==> config.mk <==
export PLATFORM = sky130hd
export DESIGN_NAME = bcd_sweep_scheduler
export DESIGN_NICKNAME = d
export VERILOG_FILES = /design/src/rtl/bcd_sweep_scheduler_pkg.sv /design/src/rtl/bcd_sweep_scheduler.sv
export SDC_FILE = /design/constraint.sdc
export NUM_CORES = 1
export LEC_CHECK = 0
export ABC_AREA = 1
export CAP_MARGIN = 15
export CORE_UTILIZATION = 49
export DETAILED_ROUTE_END_ITERATION = 8
export PLACE_DENSITY = 0.8
export REMOVE_ABC_BUFFERS = 1
export SYNTH_ARGS = -nofsm -noshare
export SYNTH_HDL_FRONTEND = slang
export SYNTH_SLANG_ARGS = --single-unit
export TNS_END_PERCENT = 10
==> constraint.sdc <==
create_clock -name clk -period 3.7 [get_ports clk]
set_input_delay 0.925 -clock clk [delete_from_list [all_inputs] [get_ports clk]]
set_output_delay 0.925 -clock clk [all_outputs]
set_load 0.02 [all_outputs]
==> src/rtl/bcd_sweep_scheduler_pkg.sv <==
// Shared definitions for the BCD sweep scheduler: field/digit widths,
// sweep FSM states and time-field indices.
package bcd_sweep_scheduler_pkg;

    localparam int FIELD_W = 6;
    localparam int DIGIT_W = 4;

    typedef enum logic [1:0] {
        IDLE    = 2'd0,
        ISSUE   = 2'd1,
        CAPTURE = 2'd2,
        COMMIT  = 2'd3
    } state_e;

    localparam int SEC = 0;
    localparam int MIN = 1;
    localparam int HR  = 2;

endpackage

==> src/rtl/bcd_sweep_scheduler.sv <==
// Time-multiplexes one external binary-to-BCD converter over the time fields
// of the selected source and commits all digit pairs of a sweep at once.
module bcd_sweep_scheduler
    import bcd_sweep_scheduler_pkg::*;
#(
    parameter int NUM_FIELDS   = 3,
    parameter int CONV_LATENCY = 1
) (
    input  logic                          clk,
    input  logic                          reset,
    input  logic                          tick,
    input  logic                          src_sel,
    input  logic [NUM_FIELDS*FIELD_W-1:0] fields_a,
    input  logic [NUM_FIELDS*FIELD_W-1:0] fields_b,
    output logic [FIELD_W-1:0]            conv_value,
    input  logic [DIGIT_W-1:0]            conv_tens,
    input  logic [DIGIT_W-1:0]            conv_ones,
    output logic [NUM_FIELDS*8-1:0]       digits,
    output logic                          busy,
    output logic                          sweep_done,
    output logic                          overrun
);

    localparam int IDX_W = (NUM_FIELDS > 1) ? $clog2(NUM_FIELDS) : 1;
    localparam int CNT_W = $clog2(CONV_LATENCY + 1);
    localparam logic [IDX_W-1:0] LAST_IDX = IDX_W'(NUM_FIELDS - 1);
    localparam logic [CNT_W-1:0] LAST_CNT = CNT_W'(CONV_LATENCY - 1);

    state_e                      state_q, state_d;
    logic [IDX_W-1:0]            idx_q, idx_d, idx_next_s;
    logic [CNT_W-1:0]            cnt_q, cnt_d;
    logic [FIELD_W-1:0]          src_s     [NUM_FIELDS];
    logic [FIELD_W-1:0]          shadow_q  [NUM_FIELDS];
    logic [FIELD_W-1:0]          shadow_d  [NUM_FIELDS];
    logic [2*DIGIT_W-1:0]        staging_q [NUM_FIELDS];
    logic [2*DIGIT_W-1:0]        staging_d [NUM_FIELDS];
    logic [FIELD_W-1:0]          conv_value_q, conv_value_d;
    logic [NUM_FIELDS*8-1:0]     digits_q, digits_d;
    logic                        busy_q, busy_d;
    logic                        sweep_done_q, sweep_done_d;
    logic                        overrun_q, overrun_d;

    // Unpack the selected source into per-field operands.
    always_comb begin
        for (int i = 0; i < NUM_FIELDS; i++) begin
            if (src_sel) begin
                src_s[i] = fields_b[i*FIELD_W +: FIELD_W];
            end else begin
                src_s[i] = fields_a[i*FIELD_W +: FIELD_W];
            end
        end
    end

    assign idx_next_s = idx_q + IDX_W'(1);

    // Sweep sequencing; field 0 is issued straight from the source on acceptance
    // so its operand appears at the acceptance edge itself.
    always_comb begin
        state_d      = state_q;
        idx_d        = idx_q;
        cnt_d        = cnt_q;
        shadow_d     = shadow_q;
        staging_d    = staging_q;
        conv_value_d = conv_value_q;
        digits_d     = digits_q;
        sweep_done_d = 1'b0;
        overrun_d    = tick && (state_q != IDLE);
        case (state_q)
            IDLE: begin
                if (tick) begin
                    shadow_d     = src_s;
                    idx_d        = '0;
                    cnt_d        = '0;
                    conv_value_d = src_s[SEC];
                    state_d      = ISSUE;
                end else begin
                    state_d = IDLE;
                end
            end
            ISSUE: begin
                if (cnt_q == LAST_CNT) begin
                    cnt_d   = '0;
                    state_d = CAPTURE;
                end else begin
                    cnt_d = cnt_q + CNT_W'(1);
                end
            end
            CAPTURE: begin
                staging_d[idx_q] = {conv_tens, conv_ones};
                if (idx_q == LAST_IDX) begin
                    state_d = COMMIT;
                end else begin
                    idx_d        = idx_next_s;
                    conv_value_d = shadow_q[idx_next_s];
                    state_d      = ISSUE;
                end
            end
            COMMIT: begin
                for (int i = 0; i < NUM_FIELDS; i++) begin
                    digits_d[i*8 +: 8] = staging_q[i];
                end
                sweep_done_d = 1'b1;
                state_d      = IDLE;
            end
            default: begin
                state_d = IDLE;
            end
        endcase
        busy_d = (state_d != IDLE);
    end

    // State and output registers; reset aborts any sweep without committing.
    always_ff @(posedge clk or posedge reset) begin
        if (reset) begin
            state_q      <= IDLE;
            idx_q        <= '0;
            cnt_q        <= '0;
            conv_value_q <= '0;
            digits_q     <= '0;
            busy_q       <= 1'b0;
            sweep_done_q <= 1'b0;
            overrun_q    <= 1'b0;
            for (int i = 0; i < NUM_FIELDS; i++) begin
                shadow_q[i]  <= '0;
                staging_q[i] <= '0;
            end
        end else begin
            state_q      <= state_d;
            idx_q        <= idx_d;
            cnt_q        <= cnt_d;
            conv_value_q <= conv_value_d;
            digits_q     <= digits_d;
            busy_q       <= busy_d;
            sweep_done_q <= sweep_done_d;
            overrun_q    <= overrun_d;
            shadow_q     <= shadow_d;
            staging_q    <= staging_d;
        end
    end

    assign conv_value = conv_value_q;
    assign digits     = digits_q;
    assign busy       = busy_q;
    assign sweep_done = sweep_done_q;
    assign overrun    = overrun_q;

endmodule

**After elaboration in Yosys (flattened, before gate mapping)**

Index checks and enable logic that the tools add are counted.

- Bits in registers: 80
- Output and inout bits: 33
- Bits of input ports: 48

- Reduce and logical (&&, ||, !) cells: 10
- Add/sub/neg operators: 2
- Bitwise logic cells: 2
- $lt $le $gt $ge: 3
- Mux-type cells: 23
- Eq/ne operators: 6

Operators with widths:

| operator | count |
|---|---|
| $mux 6 | 7 |
| $bwmux 24 | 1 |
| $demux 8 s2 | 1 |
| $bmux 6 s2 | 1 |
| $pmux 6 s2 | 1 |
| $mux 2 | 4 |
| $mux 8 | 1 |
| $pmux 2 s4 | 1 |
| $reduce_bool 2->1 | 4 |
| $eq 2x2->1 const B | 3 |
| $ge 3x3->1 const B | 2 |
| $not 2->3 | 2 |
| $mux 1 | 4 |
| $ne 2x2->1 const B | 2 |
| $pmux 2 s2 | 1 |
| $reduce_and 2->1 | 2 |
| $lt 3x1->1 const B | 1 |
| $reduce_and 3->1 | 1 |
| $add 2x1->2 const B | 1 |
| $eq 2x1->1 const B | 1 |
| $logic_and 1x1->1 | 2 |
| $logic_not 2->1 | 1 |
| $pmux 1 s2 | 1 |
| $add 1x1->1 const B | 1 |

**Longest topological paths before layout**

Gate-level depths: netlist (run 1).

- Word-level depth: 7
- Gate-level depth with buffers: 8
- Gate-level depth less buffers: 8

**Least setup slack after synthesis (run 1)**

Ideal clock, no wire load.

- Path kind: input-to-reg
- From: input port src_sel
- To: register shadow_q[1] (netlist name)
- Arrival: 1.618 ns
- Required time: 3.576 ns
- Cell stages on the path: 5
- Setup slack: 1.958 ns
- Cell sequence: buf_2 > clkinv_1 > buf_2 > nor2_1 > o31ai_1

- Longest elaborated chain between the ends: 1

RTL lines:

| what | RTL line | source |
|---|---|---|
| start: declaration | bcd_sweep_scheduler.sv:12 | `input logic src_sel,` |
| $mux 6 | bcd_sweep_scheduler.sv:46 | `if (src_sel) begin` |
| end signal: assignment | bcd_sweep_scheduler.sv:136 | `shadow_q <= shadow_d;` |
| end: declaration | bcd_sweep_scheduler.sv:33 | `logic [FIELD_W-1:0] shadow_q [NUM_FIELDS];` |

Every way passes these cells.
A chain may end at the register's enable or synchronous reset.

**Worst setup path in the final report (run 1)**

- From: input port src_sel
- To: register conv_value_q[2] (netlist: conv_value[2])

- Longest elaborated chain between the ends: 3

RTL lines:

| what | RTL line | source |
|---|---|---|
| $mux 6 | bcd_sweep_scheduler.sv:46 |  |
| $mux 6 | bcd_sweep_scheduler.sv:70 | `if (tick) begin` |
| $pmux 6 s2 | bcd_sweep_scheduler.sv:68 | `case (state_q)` |
| end signal: assignment | bcd_sweep_scheduler.sv:131 | `conv_value_q <= conv_value_d;` |
| end: declaration | bcd_sweep_scheduler.sv:37 | `logic [FIELD_W-1:0] conv_value_q, conv_value_d;` |

Every way passes these cells. The select of a mux whose other input is x is not followed.

==> results of run 1 <==
Yosys cell counts (all sizes together):
| cell type | instances | share of area (%) |
|---|---|---|
| buf | 14 | 2.8 |
| nand2 | 184 | 20 |
| nor2 | 40 | 4.5 |
| clkbuf | 2 | 0.21 |
| ha | 3 | 1.1 |
| a21oi | 1 | 0.14 |
| dfrtp | 79 | 56 |
| nand3 | 12 | 1.7 |
| inv | 37 | 4.0 |
| o21ai | 34 | 6.2 |
| clkinv | 1 | 0.11 |
| o31ai | 12 | 2.6 |
stage by stage:
step,worst slack (ns),utilization (%),power (mW)
6_report,1.39,66.4,3.77
3_5_place_dp,1.02,63.4,3.13
3_3_place_gp,1.09,63.4,3.07
5_1_grt,1.20,66.4,4.06
4_1_cts,1.40,66.4,3.80
2_1_floorplan,0.752,-,2.49
path summary, 6_finish.rpt:
check	startpoint	to	slack [ns]	cells after the start
worst max-delay path	src_sel	conv_value[2]	1.39	9
worst min-delay path	staging_q[18]	digits[2]	0.47	2
worst max register to register	idx_q[0]	conv_value[1]	1.69	7
worst min register to register	staging_q[18]	digits[2]	0.47	2
max in group asynchronous	reset	staging_q[2]	2.01	3
min in group asynchronous	reset	conv_value[5]	1.04	2
registers in the layout, indices dropped and copies added, names as in the netlist:
name	cells
state_q	2
conv_value	6
staging_q	24
digits	24
shadow_q	18
sweep_done	1
idx_q	2
overrun	1
busy	1
logic make-up (layout without fill, tap and decap cells):
logic type	after synthesis	count (layout)
AO/OA/AOI/OAI	47	47
buffers and inverters	54	136
AND/OR/NAND/NOR	236	236
adder cells (fa/ha/maj)	3	3
flip-flops	79	79
worst register-to-register path, delay by kind of cell (launching register included):
kind	cells	cell delay [ns]
flops	1	0.64
simple gates	4	0.61
fa+ha+maj	1	0.32
buf+inv	1	0.25
compound gates	1	0.14
area by class of cell:
type | instances | area, um^2
fillers | 559 | 2310
flip-flops and latches | 79 | 1980
multi-input cells | 286 | 1280
repair buffers | 82 | 828
inverters | 38 | 144
clock buffers | 10 | 138
well taps | 96 | 120
clock inverters | 6 | 67.6
layer usage:
layer	global-route usage, %	vias up
met1	27.1	1336
met5	0	-
met3	4.48	10
met4	8.18	0
li1	-	1445
met2	35.9	108
power by group:
| part | leakage, nW | switching [mW] | internal [mW] | total [mW] |
|---|---|---|---|---|
| registers | 0.961 | 0.236 | 1.28 | 1.52 |
| clock network | 0.0989 | 0.319 | 0.332 | 0.651 |
| logic | 1.24 | 0.923 | 0.673 | 1.60 |
| total | 2.30 | 1.48 | 2.29 | 3.77 |
==> metrics.md, run 1 <==
| Metric | Value |
|---|---|
| Layout cell share with drive strength beyond 1 | `7.78%` |
| Post-CTS sizing | `0` |
| DR WL met3 | `406 um` |
| Synth Instances | `419` |
| Delay of the slowest critical-path stage | `0.45 ns` |
| Hold Crit Class | `register to register` |
| IO Count | `81` |
| Vias in the first global route | `2717` |
| Placed standard-cell area | `4350 um^2` |
| DRC viols | `0` |
| WP data required | `3.95 ns` |
| Synth Warn # | `0` |
| TritonCTS buffer count | `9` |
| Row count | `30` |
| Cell mode on critical path | `nand2_1` |
| CP delay by family, top | `buffers and inverters` |
| Pwr per Cell Area | `826 nW/um^2` |
| Status | `finished clean` |
| Data arrival, critical path | `2.55 ns` |
| Routed WL | `7.36 mm` |
| Starting density of the core | `51.1%` |
| Die width | `86.6 um` |
| Clk sink count | `79` |
| Largest net degree at the start of global routing | `52` |
| Post-Layout Cell Count | `597` |
| CP endpoint kind | `register` |
| Hold WS | `0.466 ns` |
| TritonRoute pass-1 iters | `5` |
| RSZ-0062 raised after global routing | `false` |
| Most common cell after layout, fill and taps aside | `nand2_1` |
| Fin crit share | `62.4%` |
| Compound-Gate Fraction of Synth Area | `8.95%` |
| Slew margin rel. | `42.0%` |
| Clock buffer depth | `2` |
| Final HPWL DP | `5.09 mm` |
| Vias/cell | `4.86` |
| CTS root buf | `clkbuf_8` |
| Setup TNS | `0 ns` |
| CP Cell Sequence | `clkdlybuf4s50_1 -> buf_4 -> clkinv_1 -> nand2_1 -> nand2_1 -> nor2_1 -> nor2_1 -> nand2_1 -> nand2_1` |
| Mapped Area | `3510 um^2` |
| WP buf/inv | `3` |
| Adder-cell share of the synthesized area | `1.07%` |
| DRT antenna net count | `0` |
| CTS clk-pin slew, worst paths | `0.08 ns` |
| CTS tree | `yes` |
| Final setup skew | `0.00897 ns` |
| GRT Total Usage | `21.3%` |
| Placed Cells | `581` |
| H-tree level count | `3` |
| Syn avg cell area | `8.38 um^2` |
| Max Freq | `433 MHz` |
| Number of DRC markers in iteration 0 | `165` |
| Setup bufs post-CTS | `0` |
| Post-Synth Simple-Gate Area | `26.6%` |
| Met2 wire length | `3.58 mm` |
| Seq cells post-synth | `79` |
| Commonest non-fill, non-tap cells in the layout | `nand2_1, clkdlybuf4s50_1, dfrtp_1, nor2_1, inv_1` |
| Multiplexer share of the synthesized area | `0%` |
| # setup viols final | `0` |
| Finished Cell Area | `4560 um^2` |
| DIE HEIGHT | `86.6 um` |
| Grt ovf | `0` |
| Max VDD drop | `340 uV` |
| M1 WL | `3.26 mm` |
| Via Count | `2899` |
| Core ar. | `6870 um^2` |
| Nets | `547` |
| Initial antenna violation count | `0` |
| Number of hold buffers added after cts | `0` |
| Wire per inst | `12.3 um` |
| Crit Path Class | `input pin to register` |
| Clk_lat worst skew | `0.35 ns` |
| Die area | `7500 um^2` |
| Synth Area in XOR/XNOR | `0%` |
| First-pass GRT wire length | `12.2 mm` |
| Critical-path top delay cell | `clkdlybuf4s50_1` |
| DR top layer | `met4` |
| Final hold vios | `0` |
| Cell variety after synth | `20` |
| RD Place Congestion | `0.876` |
| Fin. max-slew vios | `0` |
| Layout area overhead | `29.9%` |
| P_leak | `2.30 nW` |
| Slew @ Worst Pin | `0.870 ns` |
| Fin crit period | `2.31 ns` |
| Max-Cap Viols | `0` |
| I/O Buffers | `80` |
| CP max FO | `19` |
| Sequential area share after synthesis | `56.3%` |
| CP Launch Type | `input pin` |
| Antenna cells | `0` |
| Largest family of logic cells by synthesized area | `simple AND/OR/NAND/NOR gates` |
Power figures use the tool's default switching activity.
==> run 2, diff against run 1 <==
--- a/config.mk
+++ b/config.mk
@@ -7,9 +7,9 @@
 export LEC_CHECK = 0
 export ABC_AREA = 1
 export CAP_MARGIN = 15
-export CORE_UTILIZATION = 49
+export CORE_UTILIZATION = 45
 export DETAILED_ROUTE_END_ITERATION = 8
-export PLACE_DENSITY = 0.8
+export PLACE_DENSITY = 0.78
 export REMOVE_ABC_BUFFERS = 1
 export SYNTH_ARGS = -nofsm -noshare
 export SYNTH_HDL_FRONTEND = slang
==> constraint.sdc (replaced) <==
create_clock -name clk -period 2 [get_ports clk]
set_input_delay 0.5 -clock clk [delete_from_list [all_inputs] [get_ports clk]]
set_output_delay 0.5 -clock clk [all_outputs]
set_load 0.02 [all_outputs]
==> run 2 against run 1 <==
Net effect: sequential share of layout area is 0.81 points lower; die area up 8.7%; non-clock buffer count increased by 8; final area up 1.9%; clock power rose by 100%; total power up 89%; critical path depth fell by 8; final cell count is 1.8% higher; sequential power grew 84%; largest power group unchanged.
==> metrics.md, run 2 (synthesis gave the netlist of run 1 again) <==
| Metric | Value |
|---|---|
| Status | `finished clean` |
| Fin. max-slew vios | `0` |
| Net Sw Frac | `38.6%` |
| Placed standard-cell area | `4420 um^2` |
| Commonest non-fill, non-tap cells in the layout | `nand2_1, clkdlybuf4s50_1, dfrtp_1, nor2_1, inv_1` |
| Reg power frac | `39.3%` |
| Clk_lat worst skew | `0.35 ns` |
| DRC viols | `0` |
| Post-route worst setup slack | `0.129 ns` |
| Fin crit period | `1.87 ns` |
| CP endpoint kind | `output pin` |
| Number of DRC markers in iteration 0 | `75` |
| Initial antenna violation count | `0` |
| # setup viols final | `0` |
| Final HPWL DP | `5.31 mm` |
| Clock buffer depth | `2` |
| Setup bufs post-CTS | `0` |
| Layout cell share with drive strength beyond 1 | `9.23%` |
| Post-Layout Cell Count | `608` |
| Hold Crit Class | `input pin to asynchronous set/reset pin` |
| Slew @ Worst Pin | `0.496 ns` |
| Max-Cap Viols | `0` |
| Pwr per Cell Area | `1530 nW/um^2` |
| Largest net degree at the start of global routing | `29` |
| TritonCTS buffer count | `9` |
| Starting density of the core | `47.4%` |
| Vias in the first global route | `2746` |
| Die area | `8160 um^2` |
| Int Pwr | `4.37 mW` |
| Final hold vios | `0` |
| CP max FO | `2` |
| H-tree level count | `3` |
| Nets | `555` |
| Max VDD drop | `488 uV` |
| Critical Path Source | `conv_value[4]` |
| CP delay by family, top | `buffers and inverters` |
| Critical-path top delay cell | `clkdlybuf4s50_1` |
| CTS clk-pin slew, worst paths | `0.09 ns` |
| Routed WL | `7.42 mm` |
| Die width | `90.3 um` |
| Max Freq | `534 MHz` |
| Tot Pwr | `7.12 mW` |
| Row count | `31` |
| DIE HEIGHT | `90.3 um` |
| RD Place Congestion | `0.788` |
| Grt ovf | `0` |
| Final setup skew | `0.0107 ns` |
| Number of hold buffers added after cts | `0` |
| Antenna cells | `0` |
| Delay of the slowest critical-path stage | `0.63 ns` |
| DRT antenna net count | `0` |
| I/O Buffers | `80` |
| P_leak | `2.35 nW` |
| Reg-to-Reg Start | `idx_q[0]` |
| RSZ-0062 raised after global routing | `false` |
| Wire per inst | `12.2 um` |
| Core ar. | `7410 um^2` |
| CTS tree | `yes` |
| Finished Cell Area | `4650 um^2` |
| CP Launch Type | `register` |
| Layout area overhead | `32.4%` |
| Placed Cells | `592` |
| Slew margin rel. | `66.9%` |
| CTS root buf | `clkbuf_8` |
| WP buf/inv | `1` |
| Post-CTS sizing | `0` |
| Setup TNS | `0 ns` |
| Vias/cell | `4.74` |
| Clk sink count | `79` |
| Most common cell after layout, fill and taps aside | `nand2_1` |
| Crit Path Class | `register to output pin` |
| Data arrival, critical path | `1.37 ns` |
| First-pass GRT wire length | `12.7 mm` |
| Switching power | `2.75 mW` |
| TritonRoute pass-1 iters | `4` |
| WP data required | `1.50 ns` |
| CP Cell Sequence | `clkdlybuf4s50_1` |
| Pre-CTS setup slack | `0.228 ns` |
| Power share of the clock group | `18.6%` |
| IO Count | `81` |
| Fin crit share | `93.6%` |
| Fill count | `636` |
| Via Count | `2883` |
| GRT Total Usage | `20.2%` |
| Comb pwr share | `42.1%` |
## run 2: cell types whose count changed in the layout (fill, tap and decap cells not counted)
cell,previous run,this run
clkinv_2,2,1
buf_4,1,9
inv_6,1,2
clkbuf_8,10,9
inv_8,0,1
clkinv_4,1,0
bufinv_16,1,2
## run 2: area by class of cell
cell class / count / area [um^2] / area share [%]
multi-input cells: 286 / 1280 / 27.7
clock inverters: 7 / 104 / 2.24
well taps: 99 / 124 / 2.67
repair buffers: 90 / 888 / 19.1
inverters: 38 / 144 / 3.10
clock buffers: 9 / 124 / 2.67
flip-flops and latches: 79 / 1980 / 42.6
## run 2: layer usage
layer  wire length (um)  share of wire, %  vias to the layer above  GRT usage [%]
met1               3340                45                     1320           26.3
met5                  0                 0                        -              0
met2               3560                48                       82           32.6
met4                163               2.2                        0           11.0
met3                354               4.8                       15           2.95
li1                   -                 -                     1466              -
## run 2: power by group through the flow
stage                     registers, mW  logic [mW]  clock network, mW
final                              2.80        3.00               1.32
after global routing               2.90        3.34               1.42
after CTS                          2.80        3.04               1.36
after detailed placement           2.82        3.02                  0
after global placement             2.79        2.93                  0
after floorplan                    3.15        1.46                  0
## run 2: final timing paths
| kind | slack [ns] | endpoint | cells after the start |
|---|---|---|---|
| hold / removal | 0.40 | digits[13] | 2 |
| min in group clk | 0.47 | digits[10] | 2 |
| setup / recovery | 0.13 | conv_value[4] | 1 |
| max in group asynchronous | 1.12 | staging_q[4] | 3 |
| setup reg to reg | 0.37 | conv_value[0] | 7 |
| hold reg to reg | 0.47 | digits[10] | 2 |
## run 2: stage by stage
| step | hold slack (ns) | util [%] |
|---|---|---|
| final | 0.401 | 62.7 |
| after global routing | 0.417 | 62.7 |
| after CTS | 0.393 | 62.7 |
| after detailed placement | 0.457 | 59.6 |
| after global placement | 0.451 | 59.6 |
| after floorplan | 0.442 | - |
==> run 3, diff against run 2 <==
--- a/config.mk
+++ b/config.mk
@@ -7,6 +7,7 @@
 export LEC_CHECK = 0
 export ABC_AREA = 1
 export CAP_MARGIN = 15
+export CORE_MARGIN = 2
 export CORE_UTILIZATION = 45
 export DETAILED_ROUTE_END_ITERATION = 8
 export PLACE_DENSITY = 0.78
==> run 3 against run 2 <==
Net effect: final cell count is the same; maximum frequency grew 1.8%; via count is the same; combinational power is essentially flat; flip-flop and latch count is the same; clock power shrank 14%; sequential share of layout area grew 0.53 points; hold slack gained 0.063 ns; register-to-register slack is essentially flat; total power shrank 2.7%; utilization shrank 2.7 points; largest cell class unchanged.
==> metrics.md, run 3 (synthesis gave the netlist of run 1 again) <==
| Metric | Value |
|---|---|
| TritonRoute pass-1 iters | `4` |
| Most common cell after layout, fill and taps aside | `nand2_1` |
| Placed standard-cell area | `4400 um^2` |
| WP data required | `1.50 ns` |
| Antenna cells | `0` |
| Largest net degree at the start of global routing | `80` |
| Pre-CTS setup slack | `0.237 ns` |
| Delay of the slowest critical-path stage | `0.62 ns` |
| Max Freq | `544 MHz` |
| Data arrival, critical path | `1.34 ns` |
| CP endpoint kind | `output pin` |
| RD Place Congestion | `0.783` |
| Fill count | `656` |
| Final setup skew | `0.00699 ns` |
| CP Cell Sequence | `clkdlybuf4s50_1` |
| Layout area overhead | `30.7%` |
| CP Launch Type | `register` |
| CTS tree | `yes` |
| H-tree level count | `3` |
| Die width | `92.3 um` |
| Commonest non-fill, non-tap cells in the layout | `nand2_1, clkdlybuf4s50_1, dfrtp_1, nor2_1, inv_1` |
| Starting density of the core | `45.9%` |
| Crit Path Class | `register to output pin` |
| CTS clk-pin slew, worst paths | `0.08 ns` |
| TritonCTS buffer count | `9` |
| WP buf/inv | `1` |
| Fin. max-slew vios | `0` |
| CTS root buf | `clkbuf_8` |
| FF-to-FF path depth | `7` |
| Final hold vios | `0` |
| Slew margin rel. | `67.2%` |
| GR Layer Usage met3 | `4.96%` |
| M1 GR Usage | `24.2%` |
| Core ar. | `7650 um^2` |
| DRC viols | `0` |
| Nets | `552` |
| Slew @ Worst Pin | `0.490 ns` |
| Tot Pwr | `6.93 mW` |
| Final Util | `60.0%` |
| CP delay by family, top | `buffers and inverters` |
| Via Count | `2883` |
| Routed WL | `7.22 mm` |
| IO Count | `81` |
| Finished Cell Area | `4590 um^2` |
| Final HPWL DP | `5.14 mm` |
| Setup TNS | `0 ns` |
| Max-Cap Viols | `0` |
| Grt ovf | `0` |
| Post-CTS sizing | `0` |
| Clock buffer depth | `2` |
| Post-Layout Cell Count | `608` |
| I/O Buffers | `80` |
| Layout cell share with drive strength beyond 1 | `8.50%` |
| Hold path depth | `2` |
| Hold WS | `0.465 ns` |
| DIE HEIGHT | `92.3 um` |
| P_leak | `2.32 nW` |
| Row count | `32` |
| Die area | `8520 um^2` |
| Critical-path top delay cell | `clkdlybuf4s50_1` |
| Fin crit period | `1.84 ns` |
| Initial antenna violation count | `0` |
| Clk sink count | `79` |
| Number of hold buffers added after cts | `0` |
| RSZ-0062 raised after global routing | `false` |
| Clk_lat worst skew | `0.35 ns` |
| Multi-input logic area | `1280 um^2` |
| First-pass GRT wire length | `12.4 mm` |
| Status | `finished clean` |
| Fin crit share | `91.9%` |
| Hold Crit Class | `register to register` |
| Number of DRC markers in iteration 0 | `142` |
| Placed Cells | `592` |
| # setup viols final | `0` |
| Max VDD drop | `502 uV` |
| Pwr per Cell Area | `1510 nW/um^2` |
| Most Crowded Layer GR | `met2` |
| Wire per inst | `11.9 um` |
| Vias/cell | `4.74` |
| CP max FO | `2` |
| Vias in the first global route | `2744` |
| Critical path depth in cells | `1` |
| DRT antenna net count | `0` |
| GR Layer Usage met2 | `30.0%` |
| GRT Total Usage | `18.4%` |
| Reg area | `1980 um^2` |
| Setup bufs post-CTS | `0` |
| Post-route worst setup slack | `0.162 ns` |
-- run 3: report_power, final --
part | total [mW] | switching (mW) | internal, mW
Clock | 1.14 | 0.565 | 0.572
Sequential | 2.79 | 0.415 | 2.38
Combinational | 3.00 | 1.73 | 1.27
Total | 6.93 | 2.71 | 4.22
-- run 3: path summary, 6_finish.rpt --
path,from,to,slack [ns]
hold / removal,staging_q[10],digits[10],0.46
hold reg to reg,staging_q[10],digits[10],0.46
setup / recovery,digits[10],digits[10],0.16
setup reg to reg,idx_q[0],conv_value[3],0.38
min in group asynchronous,reset,conv_value[1],0.55
max in group asynchronous,reset,digits[7],1.14
-- run 3: area by class of cell --
class	count	area share [%]
tap	102	2.78
inverter	38	3.14
timing repair buffer	87	18.9
multi-input combinational	286	28.0
sequential	79	43.1
clock inverter	6	1.34
clock buffer	10	2.78
-- run 3: layer usage --
layer | wire, um | share of wire, % | up-vias
met2 | 3490 | 48 | 87
met1 | 3260 | 45 | 1329
met3 | 389 | 5.4 | 8
met4 | 78 | 1.1 | 0
met5 | 0 | 0 | -
li1 | - | - | 1459
